`src/rtl/spike_pkg.sv`:
```
// Shared types and constants for the spike detector front end.
package spike_pkg;

    localparam int PSI_W = 32;
    localparam logic [PSI_W-1:0] PSI_MAX  = '1;
    localparam logic [PSI_W-1:0] PSI_ZERO = '0;

    typedef enum logic [1:0] {
        CAL,
        ARMED,
        REFRACT
    } spike_state_e;

    // Saturate a wide unsigned quantity into the PSI_W range.
    function automatic logic [PSI_W-1:0] sat_psi(input logic [63:0] v);
        return (|v[63:PSI_W]) ? PSI_MAX : v[PSI_W-1:0];
    endfunction

endpackage

```
`src/rtl/spike_detector_unit_neo.sv`:
```
// NEO energy datapath: 3-tap sample window, registered products (stage 1),
// combinational psi subtract with negative clamp and unsigned saturation (stage 2).
module neo_energy_unit
    import spike_pkg::*;
#(
    parameter int DATA_W = 16
) (
    input  logic                     clk,
    input  logic                     i_rst_n,
    input  logic                     i_valid,
    input  logic signed [DATA_W-1:0] i_sample,
    output logic                     o_valid,
    output logic [PSI_W-1:0]         o_psi
);

    localparam int PROD_W = 2 * DATA_W;
    localparam int DIFF_W = PROD_W + 1;
    localparam int EXT_W  = (DIFF_W > PSI_W + 2) ? DIFF_W : PSI_W + 2;

    logic signed [DATA_W-1:0] r_x1;
    logic signed [DATA_W-1:0] r_x2;
    logic [1:0]               r_fill;
    logic                     r_valid;
    logic signed [PROD_W-1:0] r_prod_cross;
    logic signed [PROD_W-1:0] r_prod_sq;
    logic signed [PROD_W-1:0] w_x0_ext;
    logic signed [PROD_W-1:0] w_x1_ext;
    logic signed [PROD_W-1:0] w_x2_ext;
    logic signed [DIFF_W-1:0] w_diff;
    logic signed [EXT_W-1:0]  w_diff_ext;

    assign w_x0_ext = $signed({{DATA_W{i_sample[DATA_W-1]}}, i_sample});
    assign w_x1_ext = $signed({{DATA_W{r_x1[DATA_W-1]}}, r_x1});
    assign w_x2_ext = $signed({{DATA_W{r_x2[DATA_W-1]}}, r_x2});

    // Products are forced to zero until the window holds three real samples.
    always_ff @(posedge clk) begin
        if (!i_rst_n) begin
            r_x1         <= '0;
            r_x2         <= '0;
            r_fill       <= '0;
            r_valid      <= 1'b0;
            r_prod_cross <= '0;
            r_prod_sq    <= '0;
        end else begin
            r_valid <= i_valid;
            if (i_valid) begin
                r_x1 <= i_sample;
                r_x2 <= r_x1;
                if (r_fill != 2'd2) begin
                    r_fill       <= r_fill + 2'd1;
                    r_prod_cross <= '0;
                    r_prod_sq    <= '0;
                end else begin
                    r_prod_cross <= w_x0_ext * w_x2_ext;
                    r_prod_sq    <= w_x1_ext * w_x1_ext;
                end
            end
        end
    end

    assign w_diff     = $signed({r_prod_sq[PROD_W-1], r_prod_sq})
                      - $signed({r_prod_cross[PROD_W-1], r_prod_cross});
    assign w_diff_ext = EXT_W'(w_diff);

    always_comb begin
        o_psi = PSI_ZERO;
        if (w_diff_ext[EXT_W-1]) begin
            o_psi = PSI_ZERO;
        end else if (|w_diff_ext[EXT_W-2:PSI_W]) begin
            o_psi = PSI_MAX;
        end else begin
            o_psi = w_diff_ext[PSI_W-1:0];
        end
    end

    assign o_valid = r_valid;

endmodule

```
`src/rtl/spike_detector_unit.sv`:
```
// Spike detector: NEO energy vs threshold with calibration and refractory FSM.
// Define SPIKE_ADAPTIVE_THRESH_EN for an EMA-based adaptive threshold instead of static_thresh.
module spike_detector_unit
    import spike_pkg::*;
#(
    parameter int DATA_W      = 16,
    parameter int CAL_SAMPLES = 256,
    parameter int REFRACTORY  = 40,
    parameter int AVG_SHIFT   = 8,
    parameter int THRESH_MULT = 8
) (
    input  logic                     clk,
    input  logic                     reset,
    input  logic                     sample_valid,
    input  logic signed [DATA_W-1:0] sample_in,
    input  logic [31:0]              static_thresh,
    output logic                     current_detection,
    output logic [31:0]              psi_out,
    output logic                     psi_valid,
    output logic                     busy_cal
);

    localparam int CAL_W = $clog2(CAL_SAMPLES + 1);
    localparam int REF_W = (REFRACTORY > 0) ? $clog2(REFRACTORY + 1) : 1;
    localparam logic [CAL_W-1:0] CAL_LAST = CAL_W'(CAL_SAMPLES - 1);
    localparam logic [REF_W-1:0] REF_LOAD = REF_W'(REFRACTORY);
    localparam logic [REF_W-1:0] REF_ONE  = REF_W'(1);

    if (CAL_SAMPLES < 3 || REFRACTORY < 0 || AVG_SHIFT < 0 || AVG_SHIFT > 33 || THRESH_MULT < 1) begin : g_bad_cfg
        $error("spike_detector_unit: illegal parameter combination");
    end

    spike_state_e     r_state;
    spike_state_e     w_next_state;
    logic [CAL_W-1:0] r_cal_cnt;
    logic [REF_W-1:0] r_ref_cnt;
    logic             r_detect;
    logic             r_psi_valid;
    logic [PSI_W-1:0] r_psi;
    logic             w_proc;
    logic [PSI_W-1:0] w_psi;
    logic [PSI_W-1:0] w_thresh;
    logic             w_above;
    logic             w_fire;
    logic             w_busy;

    neo_energy_unit #(
        .DATA_W (DATA_W)
    ) u_neo (
        .clk      (clk),
        .i_rst_n  (reset),
        .i_valid  (sample_valid),
        .i_sample (sample_in),
        .o_valid  (w_proc),
        .o_psi    (w_psi)
    );

`ifdef SPIKE_ADAPTIVE_THRESH_EN
    logic [PSI_W-1:0]  r_mean;
    logic signed [33:0] w_delta;
    logic signed [33:0] w_mean_next;
    logic [63:0]        w_scaled;

    // Mean moves toward psi, so the 34-bit sum always lands back in 0..2^32-1.
    assign w_delta     = ($signed({2'b00, w_psi}) - $signed({2'b00, r_mean})) >>> AVG_SHIFT;
    assign w_mean_next = $signed({2'b00, r_mean}) + w_delta;
    assign w_scaled    = 64'(r_mean) * 64'(THRESH_MULT);
    assign w_thresh    = sat_psi(w_scaled);

    always_ff @(posedge clk) begin
        if (!reset) begin
            r_mean <= '0;
        end else if (w_proc) begin
            r_mean <= w_mean_next[PSI_W-1:0];
        end
    end
`else
    assign w_thresh = static_thresh;
`endif

    assign w_above = (w_psi > w_thresh);

    always_ff @(posedge clk) begin
        if (!reset) begin
            r_state <= CAL;
        end else begin
            r_state <= w_next_state;
        end
    end

    always_comb begin
        w_next_state = r_state;
        case (r_state)
            CAL:     if (w_proc && r_cal_cnt == CAL_LAST) w_next_state = ARMED;
            ARMED:   if (w_proc && w_above && REFRACTORY != 0) w_next_state = REFRACT;
            REFRACT: if (w_proc && r_ref_cnt == REF_ONE) w_next_state = ARMED;
            default: w_next_state = CAL;
        endcase
    end

    always_comb begin
        w_fire = 1'b0;
        w_busy = 1'b0;
        if (r_state == ARMED) w_fire = w_proc && w_above;
        if (r_state == CAL)   w_busy = 1'b1;
    end

    always_ff @(posedge clk) begin
        if (!reset) begin
            r_cal_cnt   <= '0;
            r_ref_cnt   <= '0;
            r_detect    <= 1'b0;
            r_psi_valid <= 1'b0;
            r_psi       <= '0;
        end else begin
            r_detect    <= w_fire;
            r_psi_valid <= w_proc;
            if (w_proc) begin
                r_psi <= w_psi;
                if (r_state == CAL) r_cal_cnt <= r_cal_cnt + CAL_W'(1);
                if (w_fire) begin
                    r_ref_cnt <= REF_LOAD;
                end else if (r_state == REFRACT) begin
                    r_ref_cnt <= r_ref_cnt - REF_ONE;
                end
            end
        end
    end

    assign current_detection = r_detect;
    assign psi_valid         = r_psi_valid;
    assign psi_out           = r_psi;
    assign busy_cal          = w_busy;

endmodule

```
`config.mk`:
```
export PLATFORM = sky130hd
export DESIGN_NAME = spike_detector_unit
export DESIGN_NICKNAME = d
export VERILOG_FILES = /design/src/rtl/spike_pkg.sv /design/src/rtl/spike_detector_unit_neo.sv /design/src/rtl/spike_detector_unit.sv
export SDC_FILE = /design/constraint.sdc
export NUM_CORES = 2
export LEC_CHECK = 0
export BUFFER_PORTS_ARGS = -buffer_cell sky130_fd_sc_hd__buf_2
export CORE_MARGIN = 3
export CORE_UTILIZATION = 45
export CTS_CLUSTER_SIZE = 28
export DETAILED_ROUTE_END_ITERATION = 16
export PLACE_DENSITY_LB_ADDON = 0.05
export SYNTH_ARGS = -nofsm -noshare
export SYNTH_HDL_FRONTEND = slang
export SYNTH_SLANG_ARGS = --single-unit
```
`constraint.sdc`:
```
create_clock -name clk -period 5.8 [get_ports clk]
set_clock_uncertainty 0.15 [all_clocks]
set_input_delay 0.58 -clock clk [delete_from_list [all_inputs] [get_ports clk]]
set_output_delay 0.58 -clock clk [all_outputs]
set_load 0.05 [all_outputs]
```
* After elaboration in Yosys (flattened, before gate mapping)
Cells that the tools add are included.
** Operators by class
- Add/subtract/negate cells :: 4
- Multipliers :: 2
- Magnitude comparators :: 1
- Eq/ne operators :: 8
- Muxes and demuxes :: 11
- Reduce and logical (&&, ||, !) cells :: 9
** Operators with widths (number)
- two-way mux 32 bit :: 3
- multiplier 16 x 16 -> 32 bit :: 2
- subtractor 32 x 32 -> 33 bit :: 1
- greater-than comparator 32 bit :: 1
- two-way mux 6 bit :: 2
- adder 9 x 1 -> 9 bit (second input constant) :: 1
- equality test 9 x 8 -> 1 bit (second input constant) :: 1
- equality test 6 x 1 -> 1 bit (second input constant) :: 1
- two-way mux 2 bit :: 3
- inequality test 2 bit (second input constant) :: 3
- one-hot mux 2 bit (3 select lines) :: 1
- AND reduction 2 bit :: 3
- subtractor 6 x 1 -> 6 bit (second input constant) :: 1
- logical AND 1 bit :: 3
- AND reduction 3 bit :: 1
- adder 2 x 1 -> 2 bit (second input constant) :: 1
- equality test 2 x 1 -> 1 bit (second input constant) :: 1
- equality test 2 bit (second input constant) :: 1
- logical NOT 2 bit :: 1
- two-way mux 1 bit :: 2
- inequality test 2 x 1 -> 1 bit (second input constant) :: 1
- nonzero test 2 bit :: 1
** Word-level totals
- Register bits after elaboration :: 150
- Word-level logic and storage cells :: 47

* Longest topological paths before layout
- Depth in word-level cells :: 7
- Gate-level depth with buffers :: 25

* By module
From an unflattened synthesis, not the netlist that was laid out.
** Unflattened totals
- Cells, all modules :: 3031
- Area total of the unflattened synthesis :: 26960.9 um^2
** Modules (own cells, without submodules)
- neo_energy_unit :: instances 1, cells an instance 2711, area an instance 24105.6 um^2
- spike_detector_unit :: instances 1, cells an instance 320, area an instance 2855.2 um^2

* Least setup slack after synthesis
Ideal clock, no wire load.
- Path type :: in2reg
- From :: input sample_in[15]
- To :: register u_neo.r_prod_cross[30]
- Arrival :: 6.094 ns
- Required time :: 5.522 ns
- Setup slack :: -0.572 ns
- Stages on the path :: 20
- Path buffers :: 1
- Cells stage by stage :: clkbuf_1 > nand2_1 > inv_1 > fa_1 > fa_1 > fa_1 > fa_1 > fa_1 > inv_1 > fa_1 > inv_1 > ha_1 > and4_1 > and3_1 > nor4b_1 > a211oi_1 > a31oi_1 > a21oi_1 > xor2_1 > o21ai_0
** On the way
- Cells in the longest elaborated chain, start to end :: 2
** RTL lines
- from (decl) :: RTL line spike_detector_unit.sv:15 : input logic signed [DATA_W-1:0] sample_in,
- multiplier 16 x 16 -> 32 bit :: RTL line spike_detector_unit_neo.sv:55 : r_prod_cross <= w_x0_ext * w_x2_ext;
- two-way mux 32 bit :: RTL line spike_detector_unit_neo.sv:50 : if (r_fill != 2'd2) begin
- to (signal assigned) :: RTL line spike_detector_unit_neo.sv:55
- to (decl) :: RTL line spike_detector_unit_neo.sv:24 : logic signed [PROD_W-1:0] r_prod_cross;
No other way between the ends.
A chain may end at the register's enable or synchronous reset.

* Worst setup path after layout
- From :: register u_neo.r_x1[4]
- To :: register u_neo.r_prod_sq[22]
** On the way
- Cells in the longest elaborated chain, start to end :: 2
** RTL lines
- from (decl) :: RTL line spike_detector_unit_neo.sv:20 : logic signed [DATA_W-1:0] r_x1;
- from (signal assigned) :: RTL line spike_detector_unit_neo.sv:48 : r_x1 <= i_sample;
- multiplier 16 x 16 -> 32 bit :: RTL line spike_detector_unit_neo.sv:56 : r_prod_sq <= w_x1_ext * w_x1_ext;
- two-way mux 32 bit :: RTL line spike_detector_unit_neo.sv:50
- to (signal assigned) :: RTL line spike_detector_unit_neo.sv:56
- to (decl) :: RTL line spike_detector_unit_neo.sv:25 : logic signed [PROD_W-1:0] r_prod_sq;
No other way between the ends.

==> qor.yml <==
critical_path:
  r2r_start: "u_neo.r_x1[4]$_SDFFE_PN0P_"
  crit_type: "flop to flop"
  rr_endpoint: "u_neo.r_prod_sq[22]$_SDFFE_PN0P_"
  critPathArrivalTime_ns: 6.12
  endpoint: "u_neo.r_prod_sq[22]$_SDFFE_PN0P_"
  endpoint_kind: "flop"
  r2r_slack_ns: -0.09
  crit_fanout: 7
  required_ns: 6.03
  crit_path_start_kind: "flop"
  critPathLaunch: "u_neo.r_x1[4]$_SDFFE_PN0P_"
  reg2reg_depth: 22
floorplanning:
  die_x_um: 250
  die_area_mm2: 0.0626
  dieHeight_um: 250
  start_util_pct: 46.0
  coreArea_mm2: 0.0584
  io-pin-count: 86
  rows: 88
timing:
  period_needed_ns: 5.89
  fin_setup_tns_ns: -0.356
  finalSetupViolations: 7
  timing.final.crit_share_pct: 102
  slew_viol_final: 0
  fin_ws_ns: -0.0887
  grt_setup_unrepaired: "true"
  timing_hold_violations_final: 0
  slew_headroom_pct: 34.4
  worst_pin_slew_ns: 0.982
  clock.fmax_mhz: 170
global_routing:
  grt_overflow: 0
  antenna_found_initial: 3
  first_global_vias: 22800
  grt_pass1_wl_um: 121000
  grt_max_degree: 86
  track_usage_pct: 24.5
status:
  status: "finished, violations left"
  violations: "setup timing"
final_layout:
  final_common_cell: "inv_1"
  final_cells: 4177
  seq_area_mm2: 0.00307
  fill_cells: 5331
  multiInputGateArea_mm2: 0.0218
  fin_nets: 4184
  layout_common_cells: "inv_1 (664), fa_1 (468), buf_4 (334)"
  postLayoutCellArea_mm2: 0.0328
  drive_above_1_share_pct: 22.8
  syn2layout_area_growth_pct: 22.1
placed_design:
  gp_congestion: 0.886
  place_inst: 4098
  placed_cell_area_mm2: 0.0307
  port_buffers: 85
  dpl.hpwl_um: 62300
synthesis:
  syn_area_mm2: 0.0269
  synthXorXnorAreaFrac_pct: 3.62
  yosysSeqAreaShare_pct: 11.1
  avgSynthCellArea_um2: 8.89
  yosys.area_share.simple_pct: 15.1
  synthDistinctLibCells: 75
  synth_top_flop_cell: "dfxtp_1"
  yosys_warnings: 0
  synth_top_family_by_area: "adder cells"
  synthAdderAreaFrac_pct: 48.2
  synth_compound_area_share_pct: 9.13
  synth_nets: 3808
  synthMuxAreaShare_pct: 1.48
  ys_seq_elements: 149
  synth_edf_count: 0
  netlist_instances: 3021
  async_reset_ff_share_pct: 0
cts:
  holdBufCountCts: 0
  cts_root_buffer: "clkbuf_16"
  cts_sinks: 149
  clk_pin_slew_ns: 0.08
  numCtsBuffers: 17
  clk_path_buf_depth: 2
  cts_max_level: 4
  worstSkewPairLatency_ns: 0.50
  cts_tree: "done"
power:
  power_density_mw_per_mm2: 187
  p_leak_nw: 17.0
  ir_worst_vdd_uv: 246
  power_w: 0.00614
routing:
  drc: 0
  ant_nets: 0
  first_pass_iters: 5
  drtIter0Drc: 952
  routed_wl_um: 75100
  wl_per_cell_um: 18.0
  via_per_inst: 5.01
  vias: 20900
min_path:
  hp-class: "flop to flop"
flow_run:
  max_cap_viol_count: 0
## layer usage
layer  global-route usage (%)  up-vias  share of wire [%]
met3                     2.59       95                3.2
li1                         -    10000                  -
met2                     42.1      336                 49
met4                     8.11        0                2.9
met5                        0        -                  0
met1                     32.3    10500                 45
## area by class of cell
class	instances	share of cell area, %
Clock inverter	15	0.485
Inverter	703	8.07
Sequential cell	149	9.37
Tap cell	765	2.92
Timing Repair Buffer	468	11.2
Multi-Input combinational cell	2058	66.6
Antenna cell	2	0.0153
Clock buffer	17	1.30
## per-stage QoR
step                setup WS, ns  hold WS (ns)  util, %
detailed placement        -0.648         0.294     52.7
CTS                       -0.124         0.314     54.9
floorplan                -0.0680         0.275        -
global route              -0.289         0.344     56.2
global placement          -0.540         0.294     52.7
finish                   -0.0887         0.306     56.2
## registers in the layout (all words and copies together) (netlist names), 2 cells and up
name,count
u_neo.r_fill,2
u_neo.r_prod_sq,31
psi_out,32
u_neo.r_prod_cross,32
r_ref_cnt,6
u_neo.r_x1,16
r_cal_cnt,9
u_neo.r_x2,16
r_state,2
## kinds of logic (layout without fill, tap and decap cells)
group | after synthesis | in the layout
adders and majority gates | 736 | 736
and+or+nand+nor | 803 | 803
DFF | 149 | 149
xor gates and xnor gates | 111 | 111
AOI/OAI and AO/OA | 369 | 369
buffers and inverters | 814 | 1203
other | 0 | 2
muxes | 39 | 39
## cell usage after synthesis, types with 16 or more instances
cell | number | area (um^2)
nand2b_1 | 23 | 144
o21ai_0 | 87 | 435
inv_1 | 701 | 2630
nand4_1 | 18 | 113
xnor2_1 | 74 | 648
ha_1 | 240 | 3000
a21o_1 | 50 | 375
mux2i_1 | 37 | 370
clkbuf_1 | 99 | 372
o22ai_1 | 17 | 106
and2_1 | 195 | 1220
nor2_1 | 99 | 372
fa_1 | 496 | 9930
a21boi_0 | 16 | 120
a22o_1 | 19 | 166
dfxtp_1 | 149 | 2980
a21oi_1 | 73 | 365
nor3_1 | 16 | 80.1
nand2_1 | 281 | 1050
nand3_1 | 44 | 220
xor2_1 | 37 | 324
nor2b_1 | 66 | 413
## worst min-delay path by stage
stage | from | cells past startpoint | end
after floorplan | u_neo.r_prod_cross[14]$_SDFFE_PN0P_ | 2 | u_neo.r_prod_cross[14]$_SDFFE_PN0P_
after global placement | u_neo.r_prod_cross[31]$_SDFFE_PN0P_ | 2 | u_neo.r_prod_cross[31]$_SDFFE_PN0P_
after detailed placement | u_neo.r_prod_cross[31]$_SDFFE_PN0P_ | 2 | u_neo.r_prod_cross[31]$_SDFFE_PN0P_
after CTS | u_neo.r_prod_cross[31]$_SDFFE_PN0P_ | 2 | u_neo.r_prod_cross[31]$_SDFFE_PN0P_
after global routing | u_neo.r_prod_cross[31]$_SDFFE_PN0P_ | 2 | u_neo.r_prod_cross[31]$_SDFFE_PN0P_
final | u_neo.r_prod_cross[31]$_SDFFE_PN0P_ | 2 | u_neo.r_prod_cross[31]$_SDFFE_PN0P_
## where the power goes
group | switching, W | total (W) | leakage (nW) | internal [W]
combinational | 0.00215 | 0.00383 | 15.5 | 0.00169
sequential | 0.0000630 | 0.00114 | 1.23 | 0.00108
clock | 0.000595 | 0.00117 | 0.273 | 0.000572
## what timing repair did
item,4_1_cts,5_1_grt
buffers inserted,30,16
pin swaps,90,104
gates cloned,0,2
setup endpoints to repair,32,38
hold endpoints to repair,0,0
gates resized for setup,163,160
## worst max-delay path, cell delays in order (launching register included)
cell and delay, ns:
dfxtp_4 0.41, buf_6 0.14, and2_4 0.16, fa_1 0.49, inv_2 0.05, fa_2 0.47, fa_2 0.55, inv_2 0.04
fa_2 0.45, fa_1 0.48, inv_1 0.05, fa_1 0.48, inv_2 0.05, ha_4 0.16, a21oi_2 0.15, o21ai_1 0.09
a211o_1 0.34, a21oi_4 0.19, a21boi_2 0.08, o211ai_1 0.16, a21boi_1 0.09, or3_1 0.30, a32o_1 0.24
No activity file was read; power rests on OpenSTA's default activity.
